**config.mk**
```make
export PLATFORM = sky130hd
export DESIGN_NAME = decode_writeback_flat
export DESIGN_NICKNAME = d
export VERILOG_FILES = /design/src/rtl/y86_pkg.sv /design/src/rtl/decode_writeback_if.sv /design/src/rtl/y86_regfile.sv /design/src/rtl/decode_writeback.sv /design/src/flat_wrapper.sv
export SDC_FILE = /design/constraint.sdc
export NUM_CORES = 2
export LEC_CHECK = 0
export CAP_MARGIN = 20
export CORE_ASPECT_RATIO = 1.4
export CORE_MARGIN = 8
export CORE_UTILIZATION = 34
export DETAILED_ROUTE_END_ITERATION = 7
export DONT_BUFFER_PORTS = 1
export GPL_TIMING_DRIVEN = 0
export PLACE_DENSITY = 0.47
export SLEW_MARGIN = 20
export SYNTH_ARGS = -nofsm -noshare
export SYNTH_HDL_FRONTEND = slang
export SYNTH_SLANG_ARGS = --single-unit
```
**constraint.sdc**
```tcl
create_clock -name clk -period 103.8 [get_ports clk]
set_clock_uncertainty 0.2 [all_clocks]
set_input_delay 25.95 -clock clk [delete_from_list [all_inputs] [get_ports clk]]
set_output_delay 25.95 -clock clk [all_outputs]
set_load 0.005 [all_outputs]
```
**src/rtl/y86_pkg.sv**
```systemverilog
// Shared Y86-64 encodings used by the decode/write-back slice:
// instruction codes, register specifiers and processor status codes.
package y86_pkg;

   localparam int DATA_W = 64;
   localparam int NREGS  = 15;

   typedef enum logic [3:0] {
      HALT   = 4'h0,
      NOP    = 4'h1,
      CMOVXX = 4'h2,
      IRMOVQ = 4'h3,
      RMMOVQ = 4'h4,
      MRMOVQ = 4'h5,
      OPQ    = 4'h6,
      JXX    = 4'h7,
      CALL   = 4'h8,
      RET    = 4'h9,
      PUSHQ  = 4'hA,
      POPQ   = 4'hB
   } icode_t;

   typedef enum logic [2:0] {
      AOK = 3'd1,
      HLT = 3'd2,
      ADR = 3'd3,
      INS = 3'd4
   } stat_t;

   localparam logic [3:0] RNONE = 4'hF;
   localparam logic [3:0] RRSP  = 4'h4;

endpackage

```
**src/rtl/decode_writeback_if.sv**
```systemverilog
// Bundle between the fetch/execute/memory side and the decode/write-back
// stage: instruction fields and results in, operands and status out.
interface decode_writeback_if #(
   parameter int CNT_W = 32
);
   logic [3:0]       icode;
   logic [3:0]       ifun;
   logic [3:0]       rA;
   logic [3:0]       rB;
   logic             cnd;
   logic [63:0]      valE;
   logic [63:0]      valM;
   logic             imem_error;
   logic             instr_valid;
   logic             dmem_error;
   logic [63:0]      valA;
   logic [63:0]      valB;
   logic [2:0]       stat;
   logic             halted;
   logic [CNT_W-1:0] retired;

   modport master (
      output icode, ifun, rA, rB, cnd, valE, valM,
             imem_error, instr_valid, dmem_error,
      input  valA, valB, stat, halted, retired
   );

   modport slave (
      input  icode, ifun, rA, rB, cnd, valE, valM,
             imem_error, instr_valid, dmem_error,
      output valA, valB, stat, halted, retired
   );
endinterface

```
**src/rtl/y86_regfile.sv**
```systemverilog
// 15 x 64-bit Y86-64 register file: two combinational read ports and two
// clocked write ports (E and M); M overrides E when both target one register.
module y86_regfile
   import y86_pkg::*;
#(
   parameter logic [63:0] RSP_RESET = 64'd1000
) (
   input  logic        clk,
   input  logic        rst,
   input  logic [3:0]  src_a,
   input  logic [3:0]  src_b,
   output logic [63:0] val_a,
   output logic [63:0] val_b,
   input  logic        we_e,
   input  logic [3:0]  dst_e,
   input  logic [63:0] wdata_e,
   input  logic        we_m,
   input  logic [3:0]  dst_m,
   input  logic [63:0] wdata_m
);

   logic [63:0] regs [0:NREGS-1];

   // Specifier 4'hF has no storage: reads return zero, writes are dropped.
   assign val_a = (src_a == RNONE) ? '0 : regs[src_a];
   assign val_b = (src_b == RNONE) ? '0 : regs[src_b];

   always_ff @(posedge clk or posedge rst) begin
      if (rst) begin
         for (int i = 0; i < NREGS; i++) begin
            regs[i] <= (i == int'(RRSP)) ? RSP_RESET : '0;
         end
      end else begin
         if (we_e && (dst_e != RNONE)) begin
            regs[dst_e] <= wdata_e;
         end
         // Issued last so that popq %rsp leaves the loaded value in %rsp.
         if (we_m && (dst_m != RNONE)) begin
            regs[dst_m] <= wdata_m;
         end
      end
   end

endmodule

```
**src/rtl/decode_writeback.sv**
```systemverilog
// SEQ decode + write-back: source/destination decode, register file,
// sticky processor status and retired-instruction counter.
module decode_writeback
   import y86_pkg::*;
#(
   parameter logic [63:0] RSP_RESET = 64'd1000,
   parameter int          CNT_W     = 32
) (
   input  logic              clk,
   input  logic              rst,
   decode_writeback_if.slave bus
);

   icode_t           icode;
   logic [3:0]       src_a;
   logic [3:0]       src_b;
   logic [3:0]       dst_e;
   logic [3:0]       dst_m;
   stat_t            stat_q;
   stat_t            stat_d;
   logic             commit;
   logic [CNT_W-1:0] retired_q;
   logic             unused_ifun;

   assign icode       = icode_t'(bus.icode);
   assign unused_ifun = ^bus.ifun;

   always_comb begin
      src_a = RNONE;
      src_b = RNONE;
      dst_e = RNONE;
      dst_m = RNONE;
      case (icode)
         CMOVXX: begin
            src_a = bus.rA;
            if (bus.cnd) dst_e = bus.rB;
         end
         IRMOVQ: begin
            dst_e = bus.rB;
         end
         RMMOVQ: begin
            src_a = bus.rA;
            src_b = bus.rB;
         end
         MRMOVQ: begin
            src_b = bus.rB;
            dst_m = bus.rA;
         end
         OPQ: begin
            src_a = bus.rA;
            src_b = bus.rB;
            dst_e = bus.rB;
         end
         CALL: begin
            src_b = RRSP;
            dst_e = RRSP;
         end
         RET: begin
            src_a = RRSP;
            src_b = RRSP;
            dst_e = RRSP;
         end
         PUSHQ: begin
            src_a = bus.rA;
            src_b = RRSP;
            dst_e = RRSP;
         end
         POPQ: begin
            src_a = RRSP;
            src_b = RRSP;
            dst_e = RRSP;
            dst_m = bus.rA;
         end
         default: begin
         end
      endcase
   end

   // Fault checks follow pipeline order: fetch, decode legality, memory, halt.
   always_comb begin
      stat_d = stat_q;
      commit = 1'b0;
      if (stat_q == AOK) begin
         if (bus.imem_error) begin
            stat_d = ADR;
         end else if (!bus.instr_valid) begin
            stat_d = INS;
         end else if (bus.dmem_error) begin
            stat_d = ADR;
         end else if (icode == HALT) begin
            stat_d = HLT;
         end else begin
            commit = 1'b1;
         end
      end
   end

   always_ff @(posedge clk or posedge rst) begin
      if (rst) begin
         stat_q <= AOK;
      end else begin
         stat_q <= stat_d;
      end
   end

   always_ff @(posedge clk or posedge rst) begin
      if (rst) begin
         retired_q <= '0;
      end else if (commit) begin
         retired_q <= retired_q + CNT_W'(1);
      end
   end

   y86_regfile #(
      .RSP_RESET (RSP_RESET)
   ) u_regfile (
      .clk     (clk),
      .rst     (rst),
      .src_a   (src_a),
      .src_b   (src_b),
      .val_a   (bus.valA),
      .val_b   (bus.valB),
      .we_e    (commit),
      .dst_e   (dst_e),
      .wdata_e (bus.valE),
      .we_m    (commit),
      .dst_m   (dst_m),
      .wdata_m (bus.valM)
   );

   assign bus.stat    = stat_q;
   assign bus.halted  = (stat_q != AOK);
   assign bus.retired = retired_q;

endmodule

```
**src/flat_wrapper.sv**
```systemverilog
// flat-port wrapper written by rule: the top's interface ports become plain ports
module decode_writeback_flat import y86_pkg::*;
#(
   parameter logic [63:0] RSP_RESET = 64'd1000,
   parameter int          CNT_W     = 32
)
  (clk, rst, bus_icode, bus_ifun, bus_rA, bus_rB, bus_cnd, bus_valE, bus_valM, bus_imem_error, bus_instr_valid, bus_dmem_error, bus_valA, bus_valB, bus_stat, bus_halted, bus_retired);
  decode_writeback_if #(.CNT_W(CNT_W)) bus_i ();
  input  logic clk;
  input  logic rst;
  input wire logic [$bits(bus_i.icode)-1:0] bus_icode;
  input wire logic [$bits(bus_i.ifun)-1:0] bus_ifun;
  input wire logic [$bits(bus_i.rA)-1:0] bus_rA;
  input wire logic [$bits(bus_i.rB)-1:0] bus_rB;
  input wire logic [$bits(bus_i.cnd)-1:0] bus_cnd;
  input wire logic [$bits(bus_i.valE)-1:0] bus_valE;
  input wire logic [$bits(bus_i.valM)-1:0] bus_valM;
  input wire logic [$bits(bus_i.imem_error)-1:0] bus_imem_error;
  input wire logic [$bits(bus_i.instr_valid)-1:0] bus_instr_valid;
  input wire logic [$bits(bus_i.dmem_error)-1:0] bus_dmem_error;
  output wire logic [$bits(bus_i.valA)-1:0] bus_valA;
  output wire logic [$bits(bus_i.valB)-1:0] bus_valB;
  output wire logic [$bits(bus_i.stat)-1:0] bus_stat;
  output wire logic [$bits(bus_i.halted)-1:0] bus_halted;
  output wire logic [$bits(bus_i.retired)-1:0] bus_retired;
  assign bus_i.icode = bus_icode;
  assign bus_i.ifun = bus_ifun;
  assign bus_i.rA = bus_rA;
  assign bus_i.rB = bus_rB;
  assign bus_i.cnd = bus_cnd;
  assign bus_i.valE = bus_valE;
  assign bus_i.valM = bus_valM;
  assign bus_i.imem_error = bus_imem_error;
  assign bus_i.instr_valid = bus_instr_valid;
  assign bus_i.dmem_error = bus_dmem_error;
  assign bus_valA = bus_i.valA;
  assign bus_valB = bus_i.valB;
  assign bus_stat = bus_i.stat;
  assign bus_halted = bus_i.halted;
  assign bus_retired = bus_i.retired;
  decode_writeback #(.RSP_RESET(RSP_RESET), .CNT_W(CNT_W)) u_core (.clk(clk), .rst(rst), .bus(bus_i));
endmodule
```
==> flow_summary_export.csv <==
group,metric,value,unit
die,num_rows,184,
hold_path,hold_path.class,"reg -> reg",
placed_design,portBuffers,0,
die,num_io_pins,314,
synth,synthFlopType,"dfrtp_1",
sta,hold_viol_final,0,
synth,synth_nets,6998,
placed_design,dpl.hpwl,254,mm
synth,synthArstFlopShare,100,%
die,core,179000,µm²
clock_tree,cts_tree,"yes",
outcome,status,"finished with violations",
critical_path,path_max_fanout,10,
sta,fin_setup_tns,0,ps
final_layout,final_area,68500,µm²
global_route,grt_first_pass_wirelength,488,mm
placed_design,globalplace.congestion,0.979,
final_layout,final_util,38.3,%
sta,slew_violations,0,
clock_tree,path_clk_slew,70,ps
clock_tree,post_cts_resized,0,
route,drc,37,
clock_tree,cts.sinks,995,
synth,synth_edf_count,0,
global_route,grt_max_degree,96,
synth,synthDistinctLibCells,71,
critical_path,r2r_setup_slack,99220,ps
placed_design,placed_cells,9197,
global_route,track_usage,35.7,%
global_route,grt_remaining_overflow,0,
sta,finalCritPeriodShare,54.3,%
critical_path,cp.arrival,30250,ps
global_route,antenna_found_initial,23,
route,drtPass1Iterations,8,
pwr,p_leak,32.2,nW
outcome,violations,"design-rule violations",
critical_path,path_class,"in -> out",
die,die_y,517,µm
clock_tree,clk_latency,800,ps
placed_design,place_area,64600,µm²
clock_tree,cts_setup_buffers,0,
final_layout,area_growth,12.2,%
placed_design,place_ws,47560,ps
sta,period_needed,56400,ps
synth,synth_area,61000,µm²
synth,yosysSeqAreaShare,40.8,%
global_route,grt_pass1_vias,59800,
sta,slew-limit-headroom,11.6,%
route,postRouteAntennaNets,0,
pwr,ir_worst_vdd,0.0150,mV
clock_tree,h-tree-depth,3,
synth,synthCells,6847,
synth,yosys_warnings,0,
die,start_util,34.1,%
route,vias,61700,
critical_path,endpoint_kind,"output port",
clock_tree,clock_path_buffers,3,
synth,synth-seq-cells,995,
clock_tree,cts.root.buffer_cell,"clkbuf_16",
final_layout,fin_cells,9432,
die,fp.dieW,374,µm
route,drt-initial-drc-count,8169,
sta,setup_violations,0,
clock_tree,cts-buffers-inserted,114,
die,die-area,193000,µm²
clock_tree,cts_hold_buffers,0,
route,routed_wirelength,362,mm
sta,worst_slack,47400,ps
final_layout,final_nets,7141,
critical_path,start_kind,"input port",
sta,rsz0062_at_grt,"false",
route,viasPerCell,6.54,
sta,fmax,17.7,MHz
pwr,p_per_area,13.5,nW/µm²
final_layout,layout-drive-gt1-share,7.57,%
route,wire_per_inst,38.4,µm
synth,syn_area_per_cell,8.91,µm²
flow_run,maxCapViolCount,0,
sta,max_slew.worst_pin.slew,1330,ps
critical_path,worst_ep_required_time,77650,ps
-- flip-flops by register name, indices dropped and copies added, names as in the netlist --
name                   cells
u_core.bus.stat            3
u_core.u_regfile.regs    960
u_core.bus.retired        32
-- path summary, 6_finish.rpt --
| check | start | end | cells after the start |
|---|---|---|---|
| hold / removal | u_core.bus.retired[31] | u_core.bus.retired[31] | 1 |
| setup reg to reg | u_core.bus.stat[0] | u_core.u_regfile.regs[122] | 10 |
| hold reg to reg | u_core.bus.retired[31] | u_core.bus.retired[31] | 1 |
| min in group asynchronous | rst | u_core.u_regfile.regs[265] | 1 |
| setup / recovery | bus_rB[0] | bus_valB[31] | 8 |
| max in group asynchronous | rst | u_core.u_regfile.regs[286] | 4 |
-- where the power goes --
part	total, mW	internal (mW)	switching, mW
registers	0.388	0.388	0.0000322
clock network	0.428	0.238	0.190
logic	0.109	0.0230	0.0859
total	0.925	0.649	0.276
-- layer usage --
| metal | vias up | global-route usage (%) | part of all wire (%) |
|---|---|---|---|
| met2 | 4497 | 54.2 | 43 |
| met1 | 30700 | 40.4 | 36 |
| met4 | 12 | 27.9 | 9.1 |
| met5 | - | 0 | 0.024 |
| li1 | 25100 | - | - |
| met3 | 1358 | 13.7 | 12 |
-- cell usage after synthesis (all sizes together) (3+ instances only) --
library cell | n | area [µm²]
a221oi | 47 | 412
dfrtp | 988 | 24700
buf | 248 | 1260
inv | 9 | 33.8
o31ai | 65 | 488
or3 | 5 | 31.3
a222oi | 40 | 400
nand3 | 151 | 761
clkbuf | 487 | 1830
or4b | 3 | 30.0
dfstp | 7 | 184
o211ai | 3 | 22.5
nand4 | 73 | 457
o21ai | 801 | 4010
and4 | 3 | 26.3
nand2 | 1208 | 4550
xnor2 | 25 | 219
xor2 | 6 | 52.6
nor4 | 6 | 58.8
a21boi | 3 | 26.3
a32o | 62 | 621
nor2b | 5 | 31.3
o221ai | 80 | 701
nor2 | 321 | 1220
a31oi | 5 | 31.3
and2 | 7 | 43.8
a22oi | 63 | 473
o22ai | 103 | 644
nor3 | 12 | 65.1
mux2i | 1327 | 13300
nand2b | 9 | 56.3
a221o | 86 | 861
a211oi | 27 | 208
or2 | 4 | 25.0
a211o | 24 | 210
and3 | 44 | 275
a21oi | 426 | 2130
o2bb2ai | 39 | 342
-- cell usage in the layout, fill, tap and decap left out, drive strengths merged, types with 12 or more instances in the layout --
| cell type | Yosys | final |
|---|---|---|
| mux2i | 1327 | 1327 |
| nand2 | 1208 | 1208 |
| dfrtp | 988 | 988 |
| o21ai | 801 | 801 |
| clkbuf | 487 | 654 |
| a21oi | 426 | 426 |
| nor2 | 321 | 321 |
| buf | 248 | 275 |
| nand3 | 151 | 151 |
| o22ai | 103 | 103 |
| a221o | 86 | 86 |
| o221ai | 80 | 80 |
| nand4 | 73 | 73 |
| o31ai | 65 | 65 |
| a22oi | 63 | 63 |
| a32o | 62 | 62 |
| a221oi | 47 | 47 |
| and3 | 44 | 44 |
| a222oi | 40 | 40 |
| o2bb2ai | 39 | 39 |
| diode | 0 | 28 |
| a211oi | 27 | 27 |
| xnor2 | 25 | 25 |
| a211o | 24 | 24 |
| clkinv | 0 | 21 |
| inv | 9 | 14 |
| nor3 | 12 | 12 |
-- through the flow --
stage / hold slack, ps / power [mW]
2_1_floorplan: 268 / 0.447
6_report: 302 / 0.925
4_1_cts: 310 / 0.919
5_1_grt: 331 / 0.939
3_5_place_dp: 296 / 0.498
3_3_place_gp: 296 / 0.497
-- cells by family (layout without fill, tap and decap cells) --
logic type               after synthesis  count (layout)  synth area share (%)
adder cells (fa/ha/maj)                1               1                0.0205
XOR/XNOR                              31              31                 0.445
multiplexers                        1327            1327                  21.8
AO/OA/AOI/OAI                       1888            1888                  19.2
other                                  0              28                     0
buffers and inverters                744             976                  5.12
AND/OR/NAND/NOR                     1861            1861                  12.7
flip-flops                           995             995                  40.8
-- worst max-delay path, stage by stage --
cell	delay, ps
clkbuf_1	270
clkbuf_1	930
inv_1	300
nand3_2	570
clkbuf_1	940
a221oi_1	270
a211o_1	390
o21ai_1	610
-- final cells by class --
type                       instances  area (µm²)
inverter                           9        41.3
tap                             2325        2910
clock buffer                     167        3280
multi-input combinational       5108       33100
fill                           18200      110000
clock inverter                    38         442
buffer                           735        3150
sequential                       995       24900
timing repair buffer              27         538
antenna                           28        70.1
No activity file was read; power rests on OpenSTA's default activity.
